<file path="config.mk">
export PLATFORM = sky130hd
export DESIGN_NAME = raster_box_walker
export DESIGN_NICKNAME = d
export VERILOG_FILES = /design/src/rtl/raster_box_walker_pkg.sv /design/src/rtl/raster_box_walker_bbox_clip.sv /design/src/rtl/raster_box_walker.sv
export SDC_FILE = /design/constraint.sdc
export NUM_CORES = 1
export LEC_CHECK = 0
export ABC_AREA = 1
export CORE_ASPECT_RATIO = 0.7
export CORE_MARGIN = 8
export CORE_UTILIZATION = 43
export CTS_CLUSTER_SIZE = 12
export DETAILED_ROUTE_END_ITERATION = 8
export GPL_ROUTABILITY_DRIVEN = 0
export SLEW_MARGIN = 20
export SYNTH_ARGS = -nofsm -noshare
export SYNTH_HDL_FRONTEND = slang
export SYNTH_SLANG_ARGS = --single-unit
export TNS_END_PERCENT = 100
</file>
<file path="constraint.sdc">
create_clock -name aClock -period 12.3 [get_ports aClock]
set_input_delay 2.46 -clock aClock [delete_from_list [all_inputs] [get_ports aClock]]
set_output_delay 2.46 -clock aClock [all_outputs]
set_load 0.01 [all_outputs]
</file>
<file path="src/rtl/raster_box_walker_pkg.sv">
// Shared types for the rasterizer bounding-box stage: box struct, walker
// state encoding and default screen geometry.
package RasterTypes;

  localparam int COORD_BITS        = 11;
  localparam int SCREEN_WIDTH_DEF  = 640;
  localparam int SCREEN_HEIGHT_DEF = 480;

  typedef struct packed {
    logic [COORD_BITS-1:0] minX;
    logic [COORD_BITS-1:0] minY;
    logic [COORD_BITS-1:0] maxX;
    logic [COORD_BITS-1:0] maxY;
  } TriangleData;

  typedef enum logic [1:0] {
    IDLE = 2'd0,
    BOX  = 2'd1,
    WALK = 2'd2
  } walker_state_t;

endpackage

</file>
<file path="src/rtl/raster_box_walker_bbox_clip.sv">
// Combinational bounding box of three vertices, with max edges clipped to the
// screen and an off-screen flag taken from the unclipped min corner.
module bbox_clip
  import RasterTypes::*;
(
  input  logic [1:0][COORD_BITS-1:0] p1,
  input  logic [1:0][COORD_BITS-1:0] p2,
  input  logic [1:0][COORD_BITS-1:0] p3,
  input  logic [COORD_BITS-1:0]      limit_x,
  input  logic [COORD_BITS-1:0]      limit_y,
  output TriangleData                box,
  output logic                       offscreen
);

  logic [COORD_BITS-1:0] min_x, max_x, min_y, max_y;

  always_comb begin
    min_x = p1[0];
    max_x = p1[0];
    min_y = p1[1];
    max_y = p1[1];
    if (p2[0] < min_x) min_x = p2[0];
    if (p3[0] < min_x) min_x = p3[0];
    if (p2[0] > max_x) max_x = p2[0];
    if (p3[0] > max_x) max_x = p3[0];
    if (p2[1] < min_y) min_y = p2[1];
    if (p3[1] < min_y) min_y = p3[1];
    if (p2[1] > max_y) max_y = p2[1];
    if (p3[1] > max_y) max_y = p3[1];

    box.minX  = min_x;
    box.minY  = min_y;
    box.maxX  = (max_x > limit_x) ? limit_x : max_x;
    box.maxY  = (max_y > limit_y) ? limit_y : max_y;
    // A min corner past the screen edge means nothing of the box is visible.
    offscreen = (min_x > limit_x) || (min_y > limit_y);
  end

endmodule

</file>
<file path="src/rtl/raster_box_walker.sv">
// Accepts one triangle, computes its clipped bounding box and walks every
// pixel of it in row-major order over a valid/ready handshake.
module raster_box_walker
  import RasterTypes::*;
#(
  parameter int COORD_W       = COORD_BITS,
  parameter int SCREEN_WIDTH  = SCREEN_WIDTH_DEF,
  parameter int SCREEN_HEIGHT = SCREEN_HEIGHT_DEF,
  parameter int COUNT_W       = 16
) (
  input  logic                     aClock,
  input  logic                     aReset,
  input  logic                     aTriValid,
  output logic                     anOutTriReady,
  input  logic [1:0][COORD_W-1:0]  aPoint1,
  input  logic [1:0][COORD_W-1:0]  aPoint2,
  input  logic [1:0][COORD_W-1:0]  aPoint3,
  output logic                     anOutPixelValid,
  input  logic                     aPixelReady,
  output logic [COORD_W-1:0]       anOutPixelX,
  output logic [COORD_W-1:0]       anOutPixelY,
  output logic                     anOutLastPixel,
  output logic                     anOutCulled,
  output logic                     anOutBusy,
  output logic [COUNT_W-1:0]       anOutTriCount
);

  localparam logic [COORD_W-1:0] LIMIT_X = COORD_W'(SCREEN_WIDTH - 1);
  localparam logic [COORD_W-1:0] LIMIT_Y = COORD_W'(SCREEN_HEIGHT - 1);

  // Handshakes: a transfer happens on any rising edge where valid and ready
  // are both high; valid never waits on ready, and payload holds while stalled.
  walker_state_t            state;
  logic [1:0][COORD_W-1:0]  v1, v2, v3;
  TriangleData              box_d, box_q;
  logic                     offscreen;
  logic [COORD_W-1:0]       cur_x, cur_y;
  logic                     culled;
  logic [COUNT_W-1:0]       count;
  logic                     is_last;

  bbox_clip u_bbox_clip (
    .p1        (v1),
    .p2        (v2),
    .p3        (v3),
    .limit_x   (LIMIT_X),
    .limit_y   (LIMIT_Y),
    .box       (box_d),
    .offscreen (offscreen)
  );

  assign is_last         = (state == WALK) && (cur_x == box_q.maxX) && (cur_y == box_q.maxY);
  assign anOutTriReady   = (state == IDLE) && !aReset;
  assign anOutBusy       = (state != IDLE);
  assign anOutPixelValid = (state == WALK);
  assign anOutPixelX     = cur_x;
  assign anOutPixelY     = cur_y;
  assign anOutLastPixel  = is_last;
  assign anOutCulled     = culled;
  assign anOutTriCount   = count;

  always_ff @(posedge aClock) begin
    if (aReset) begin
      state  <= IDLE;
      count  <= '0;
      cur_x  <= '0;
      cur_y  <= '0;
      culled <= 1'b0;
    end else begin
      culled <= 1'b0;
      case (state)
        IDLE: begin
          if (aTriValid) begin
            v1    <= aPoint1;
            v2    <= aPoint2;
            v3    <= aPoint3;
            state <= BOX;
          end
        end
        BOX: begin
          if (offscreen) begin
            culled <= 1'b1;
            count  <= count + COUNT_W'(1);
            state  <= IDLE;
          end else begin
            box_q <= box_d;
            cur_x <= box_d.minX;
            cur_y <= box_d.minY;
            state <= WALK;
          end
        end
        WALK: begin
          if (aPixelReady) begin
            if (is_last) begin
              count <= count + COUNT_W'(1);
              state <= IDLE;
            end else if (cur_x == box_q.maxX) begin
              cur_x <= box_q.minX;
              cur_y <= cur_y + COORD_W'(1);
            end else begin
              cur_x <= cur_x + COORD_W'(1);
            end
          end
        end
        default: state <= IDLE;
      endcase
    end
  end

endmodule

</file>
# Yosys cells after proc, flatten, opt, wreduce, memory -nomap -nowiden
# Cells that the tools add are included.
# totals
reg_bits	140
in_bits	70
output_inout_bits	43
# classes
addsub	3
n_lt_le_gt_ge	12
n_eq_ne	11
mux	28
n_bitwise	3
n_reduce_logical	15
# ops
operator	count
$mux 11	16
$mux 16	3
$gt 11x11->1	4
$lt 11x11->1	4
$pmux 11 s2	2
$pmux 16 s2	1
$add 11x1->11 const B	2
$eq 11x11->1	2
$gt 11x10->1 const B	2
$gt 11x9->1 const B	2
$add 16x1->16 const B	1
$reduce_and 3->1	3
$mux 2	4
$ne 2x2->1 const B	4
$reduce_and 4->1	2
$ne 2x1->1 const B	3
$pmux 2 s3	1
$reduce_and 5->1	1
$reduce_bool 2->1	2
$logic_and 1x1->1	3
$not 1->1	3
$eq 2x1->1 const B	1
$eq 2x2->1 const B	1
$logic_not 2->1	1
other kinds (4)	4

# Logic depth before layout (Yosys ltp)
# Gate-level depths: netlist (run 1).
# depth
depth_word	8
depth_mapped	31

# Modules after synthesis
# From an unflattened synthesis (run 1), not the netlist that was laid out.
# hier_totals
cells_unflattened	1264
area_unflattened_um2	10067.2
# by_module_without_submodules
module	instances	cells_each	area_each_um2
raster_box_walker	1	567	5904.4
bbox_clip	1	697	4162.7

# Worst setup path after synthesis (run 1)
# Ideal clock, no wire load.
# synth_timing
kind	input to register
startpoint	in aReset
endpoint	reg v1[0] (netlist name), enable pin
t_arrival_ps	5601
t_required_ps	11809
path_slack_ps	6208
path_stages	4
path_cell_list	clkbuf_1 > clkinv_1 > nand2_1 > nor2_1
# synth_between
elab_chain_len	2
# synth_rtl
item	line_no	text
start, declared	raster_box_walker.sv:12	input logic aReset,
$not 1->1 (no source line)	n/a	
$reduce_and 3->1 (no source line)	n/a	
end signal, assigned	raster_box_walker.sv:74	v1 <= aPoint1;
end, declared	raster_box_walker.sv:34	logic [1:0][COORD_W-1:0] v1, v2, v3;
# No other way between the ends.
# A chain may end at the register's enable or synchronous reset.

# Worst setup path in the final report (run 1)
# layout_timing
startpoint	in aReset
endpoint	out anOutTriReady
# layout_between
elab_chain_len	2
# layout_rtl
item	line_no	text
$logic_not 1->1	raster_box_walker.sv:53	assign anOutTriReady = (state == IDLE) && !aReset;
$logic_and 1x1->1	raster_box_walker.sv:53	
end, declared	raster_box_walker.sv:14	output logic anOutTriReady,
# No other way between the ends.

==> impl_metrics.env, run 1 <==
export IMPL_run_status="completed"
export IMPL_antenna_found_initial=0
export IMPL_p_per_area_nw_per_um2=131
export IMPL_synthArstFlopShare=0
export IMPL_yosysTopAreaCell="edfxtp_1"
export IMPL_crit_family="buffers and inverters"
export IMPL_rsz0062_at_grt="no"
export IMPL_layout_min_cycle_time_ns=6.24
export IMPL_drtIter0Drc=575
export IMPL_hold_buffers=0
export IMPL_first_global_vias=6501
export IMPL_area_growth_pct=24.2
export IMPL_syn_inst=995
export IMPL_max_clock_freq_mhz=160
export IMPL_dp_slack_ns=6.06
export IMPL_fin_cells=1381
export IMPL_slowest_delay_ns=0.48
export IMPL_layout_drive_gt1_share=0.0582
export IMPL_crit_fanout=26
export IMPL_synth_area_top_cells="edfxtp_1 (35%), nand2_1 (12%), ha_1 (10%)"
export IMPL_rows=42
export IMPL_cp_slowest_cell="clkdlybuf4s50_1"
export IMPL_fin_nets=1241
export IMPL_p_comb_frac=0.168
export IMPL_p_leak_nw=4.16
export IMPL_die_area_um2=24300
export IMPL_hold_path_class="reg -> reg"
export IMPL_vdd_drop_max_v=0.0000687
export IMPL_p_int_uw=997
export IMPL_viasPerCell=4.97
export IMPL_antenna_left=0
export IMPL_setup_viol=0
export IMPL_synth_top_area_frac=0.354
export IMPL_p_total_mw=1.36
export IMPL_synth_seq_cells=140
export IMPL_clkTransAtPathRegs_ns=0.06
export IMPL_period_share=0.507
export IMPL_grt_max_degree=67
export IMPL_die_y_um=133
export IMPL_die_x_um=183
export IMPL_worstSetupStartpointType="primary input"
export IMPL_arrival_ns=3.78
export IMPL_hold_ws_ns=0.517
export IMPL_drt_first_pass_iters=5
export IMPL_grt_total_usage=0.176
export IMPL_maxCapViolations=0
export IMPL_fin_tns_setup_ns=0
export IMPL_synth_area_per_cell_um2=8.43
export IMPL_core_um2=19000
export IMPL_n_antenna_cell=0
export IMPL_post_place_cells=1349
export IMPL_clkPwrFrac=0.434
export IMPL_seqPwrFrac=0.398
export IMPL_cts_htree_levels=4
export IMPL_cts_tree="done"
export IMPL_io_pins=113
export IMPL_overflow=0
export IMPL_drc=0
export IMPL_synth_ff_type="edfxtp_1"
export IMPL_synth_cell_type_count=48
export IMPL_worstPathCellList="clkdlybuf4s50_1 > buf_4 > nor2_1 > clkdlybuf4s50_1"
export IMPL_sw_frac_of_total=0.267
export IMPL_post_cts_resized=0
export IMPL_start_util=0.441
export IMPL_path_buf_inv=3
export IMPL_grt_pass1_wl_mm=34.3
export IMPL_cts_root_buf="clkbuf_16"
export IMPL_setup_ws_ns=6.06
export IMPL_synth_edf_count=99
export IMPL_criticalPathCategory="in -> out"
export IMPL_slew_viol_final=0
export IMPL_synth_area_um2=8390
export IMPL_clkSinkCount=140
export IMPL_cts_buffers_inserted=17
export IMPL_endpoint_kind="output port"
export IMPL_clkLatencyLatePin_ns=0.43
export IMPL_hpwlAfterDp_mm=16.0
export IMPL_power_switching_uw=364
export IMPL_cp_required_ns=9.84
export IMPL_yosysMostFrequentCell="nand2_1"
export IMPL_yosys_warnings=0
export IMPL_skew_ns=0.0174
export IMPL_ys_seq_area_frac=0.452
export IMPL_slew_headroom=0.448
export IMPL_cts_max_path_buffers=2
export IMPL_routed_wl_mm=21.2
export IMPL_yosys_top_cells_count="nand2_1 (263), edfxtp_1 (99), inv_1 (89)"
export IMPL_hold_violations=0
export IMPL_cts_setup_buffers=0
export IMPL_cpMostUsedCell="clkdlybuf4s50_1"
export IMPL_port_buffers=112
export IMPL_wire_per_inst_um=15.3
export IMPL_tightest_slew_ns=0.827
export IMPL_vias=6858
per-stage QoR:
stage               cell area [µm²]   util
floorplan                      8400      -
global placement               9760  0.513
detailed placement             9760  0.513
CTS                           10400  0.548
global route                  10400  0.548
finish                        10400  0.548
kinds of logic (layout without fill, tap and decap cells):
| logic type | count (synthesis) | in the layout | share of synthesized area |
|---|---|---|---|
| fa+ha+maj | 67 | 67 | 0.0999 |
| flops | 140 | 140 | 0.452 |
| xor+xnor | 34 | 34 | 0.0355 |
| simple gates | 447 | 447 | 0.235 |
| other cells | 1 | 3 | 0.000447 |
| buf+inv | 122 | 242 | 0.0579 |
| mux | 1 | 1 | 0.00119 |
| compound gates | 183 | 183 | 0.118 |
registers in the layout, summed over array words and instances (netlist names):
register and flops:
anOutCulled 1, anOutPixelX 11, anOutPixelY 11, anOutTriCount 16, box_q 33, state 2
v1 22, v2 22, v3 22
final timing paths:
check | depth (start not counted) | to | from | slack (ns)
setup reg to reg | 23 | box_q[11] | v2[10] | 7.37
setup / recovery | 4 | anOutTriReady | aReset | 6.06
hold reg to reg | 2 | anOutTriCount[15] | anOutTriCount[15] | 0.52
hold / removal | 2 | anOutTriCount[15] | anOutTriCount[15] | 0.52
worst min-delay path, delay by kind of cell, from the launching register on:
kind,cells,cell delay [ns]
flip-flops,1,0.33
AND/OR/NAND/NOR,1,0.08
AO/OA/AOI/OAI,1,0.06
routing by layer:
metal	up-vias	track usage	wire, µm	share of wire
met1	3031	0.277	11700	0.55
li1	3616	-	-	-
met4	0	0.0419	130	0.0061
met3	12	0.0495	1500	0.071
met5	-	0	0	0
met2	199	0.225	7890	0.37
power by group through the flow:
stage | Sequential, mW | Clock (mW) | Combinational, mW
2_1_floorplan | 0.550 | 0 | 0.149
3_3_place_gp | 0.551 | 0 | 0.226
3_5_place_dp | 0.552 | 0 | 0.229
4_1_cts | 0.542 | 0.601 | 0.230
5_1_grt | 0.544 | 0.620 | 0.263
6_report | 0.542 | 0.590 | 0.229
placed cells by master (no fill, tap or decap), types with 4 or more instances in the layout:
master	instances
nor3_1	12
clkbuf_16	17
dfxtp_1	41
a21oi_1	72
xnor2_1	13
nor4_1	6
nand3b_1	5
bufinv_16	6
edfxtp_1	99
nand2_2	8
nand4_1	18
nand2_4	4
o311ai_0	4
inv_1	89
clkdlybuf4s50_1	112
o21ai_0	80
o21a_1	4
xor2_1	21
o21ai_1	6
buf_4	5
or2_2	5
ha_1	67
nor2_1	63
nand3_1	48
nand2_1	263
final cells by class:
class	count	area, µm²
clock buffers	20	437
clock inverters	12	220
fillers	1809	8610
inverters	93	349
multi-input cells	735	4130
flip-flops and latches	140	3790
well taps	264	330
repair buffers	117	1160
No activity file was read; power rests on OpenSTA's default activity.
==> inputs of run 2 (changes only) <==
clock period = 6.3 ns   (was 12.3 ns; I/O delays follow)
==> impl_metrics.env, run 2 (same netlist as run 1, synthesis figures left out) <==
export IMPL_wire_per_inst_um=15.6
export IMPL_antenna_left=0
export IMPL_post_place_cells=1349
export IMPL_fin_area_um2=10400
export IMPL_clkSinkCount=140
export IMPL_io_pins=113
export IMPL_cts_htree_levels=4
export IMPL_clkTransAtPathRegs_ns=0.06
export IMPL_max_clock_freq_mhz=197
export IMPL_vdd_drop_max_v=0.000198
export IMPL_start_util=0.441
export IMPL_setup_viol=0
export IMPL_cts_tree="done"
export IMPL_period_share=0.806
export IMPL_largest_register_ffs=33
export IMPL_overflow=0
export IMPL_fin_tns_setup_ns=0
export IMPL_cp_required_ns=6.44
export IMPL_rows=42
export IMPL_rsz0062_at_grt="no"
export IMPL_fin_nets=1241
export IMPL_cts_max_path_buffers=2
export IMPL_die_x_um=183
export IMPL_n_fill_cell=1780
export IMPL_regMostFlops="box_q"
export IMPL_crit_fanout=24
export IMPL_p_leak_nw=4.15
export IMPL_grt_total_usage=0.179
export IMPL_die_y_um=133
export IMPL_final_common_cell="nand2_1"
export IMPL_layout_drive_gt1_share=0.0600
export IMPL_cts_root_buf="clkbuf_16"
export IMPL_fin_cells=1381
export IMPL_core_um2=19000
export IMPL_tightest_slew_ns=1.03
export IMPL_skew_ns=0.0126
export IMPL_area_growth_pct=23.8
export IMPL_grt_max_degree=35
export IMPL_run_status="completed"
export IMPL_first_global_vias=6535
export IMPL_maxCapViolations=0
export IMPL_n_antenna_cell=0
export IMPL_hold_violations=0
export IMPL_drtIter0Drc=631
export IMPL_hold_path_class="reg -> reg"
export IMPL_hold_buffers=0
export IMPL_slew_headroom=0.306
export IMPL_arrival_ns=5.22
export IMPL_post_cts_resized=0
export IMPL_criticalPathCategory="reg -> reg"
export IMPL_hpwlAfterDp_mm=16.2
export IMPL_hold_ws_ns=0.525
export IMPL_layout_min_cycle_time_ns=5.08
export IMPL_die_area_um2=24300
export IMPL_routed_wl_mm=21.5
export IMPL_worstSetupStartpointType="register"
export IMPL_p_total_mw=2.56
export IMPL_cts_buffers_inserted=17
export IMPL_grt_pass1_wl_mm=35.0
export IMPL_vias=7002
export IMPL_drc=0
export IMPL_antenna_found_initial=0
export IMPL_cts_setup_buffers=0
export IMPL_drt_first_pass_iters=5
export IMPL_viasPerCell=5.07
export IMPL_p_per_area_nw_per_um2=247
export IMPL_port_buffers=112
export IMPL_clkLatencyLatePin_ns=0.43
export IMPL_endpoint_kind="register"
export IMPL_slew_viol_final=0
export IMPL_layout_common_cells="nand2_1 (263), clkdlybuf4s50_1 (112), edfxtp_1 (99)"
export IMPL_place_area_um2=9770
==> run 2: routing by layer <==
metal / track usage / part of all wire / vias up
li1: - / - / 3615
met3: 0.0473 / 0.066 / 28
met4: 0.0505 / 0.014 / 0
met1: 0.283 / 0.55 / 3153
met2: 0.226 / 0.36 / 206
met5: 0 / 0 / -
==> run 2: cell type report <==
class,instances,area (µm²),area share
tap,264,330,0.0318
clock inverter,9,108,0.0104
clock buffer,23,510,0.0491
multi-input combinational,735,4130,0.397
timing repair buffer,117,1170,0.113
sequential,140,3790,0.365
inverter,93,349,0.0336
==> run 2: final timing paths <==
check | to | cells after the start | startpoint | slack (ns)
setup / recovery | box_q[11] | 22 | v2[10] | 1.22
setup reg to reg | box_q[11] | 22 | v2[10] | 1.22
hold reg to reg | anOutTriCount[7] | 2 | anOutTriCount[7] | 0.53
hold / removal | anOutTriCount[7] | 2 | anOutTriCount[7] | 0.53
==> run 2: where the power goes <==
group          internal (mW)  total (mW)  switching [mW]  leakage, nW
Clock                  0.652        1.05           0.402        0.308
Combinational          0.177       0.449           0.273         2.60
Sequential              1.03        1.06          0.0311         1.24
==> run 2: worst max-delay path, cell delays in order, from the launching register on <==
cell and delay, ns:
edfxtp_1 0.41, ha_1 0.35, nand2_1 0.08, nand2_1 0.05, nor2_1 0.17, nand3_2 0.36, o31ai_1 0.42, o21ai_0 0.36
ha_1 0.40, nand2_1 0.07, o21ai_1 0.11, nand3_1 0.08, a21o_1 0.16, a21oi_1 0.13, nor2_1 0.05, o21ai_1 0.26
nand2_1 0.38, o21ai_0 0.33, nand2_1 0.08, nand2_1 0.06, nand2_1 0.09, inv_1 0.21, o21ai_0 0.18
==> run 2: through the flow <==
stage / setup WS, ns / utilization
floorplan: 1.41 / -
global placement: 1.24 / 0.514
detailed placement: 1.30 / 0.514
CTS: 1.28 / 0.546
global route: 0.687 / 0.546
finish: 1.22 / 0.546
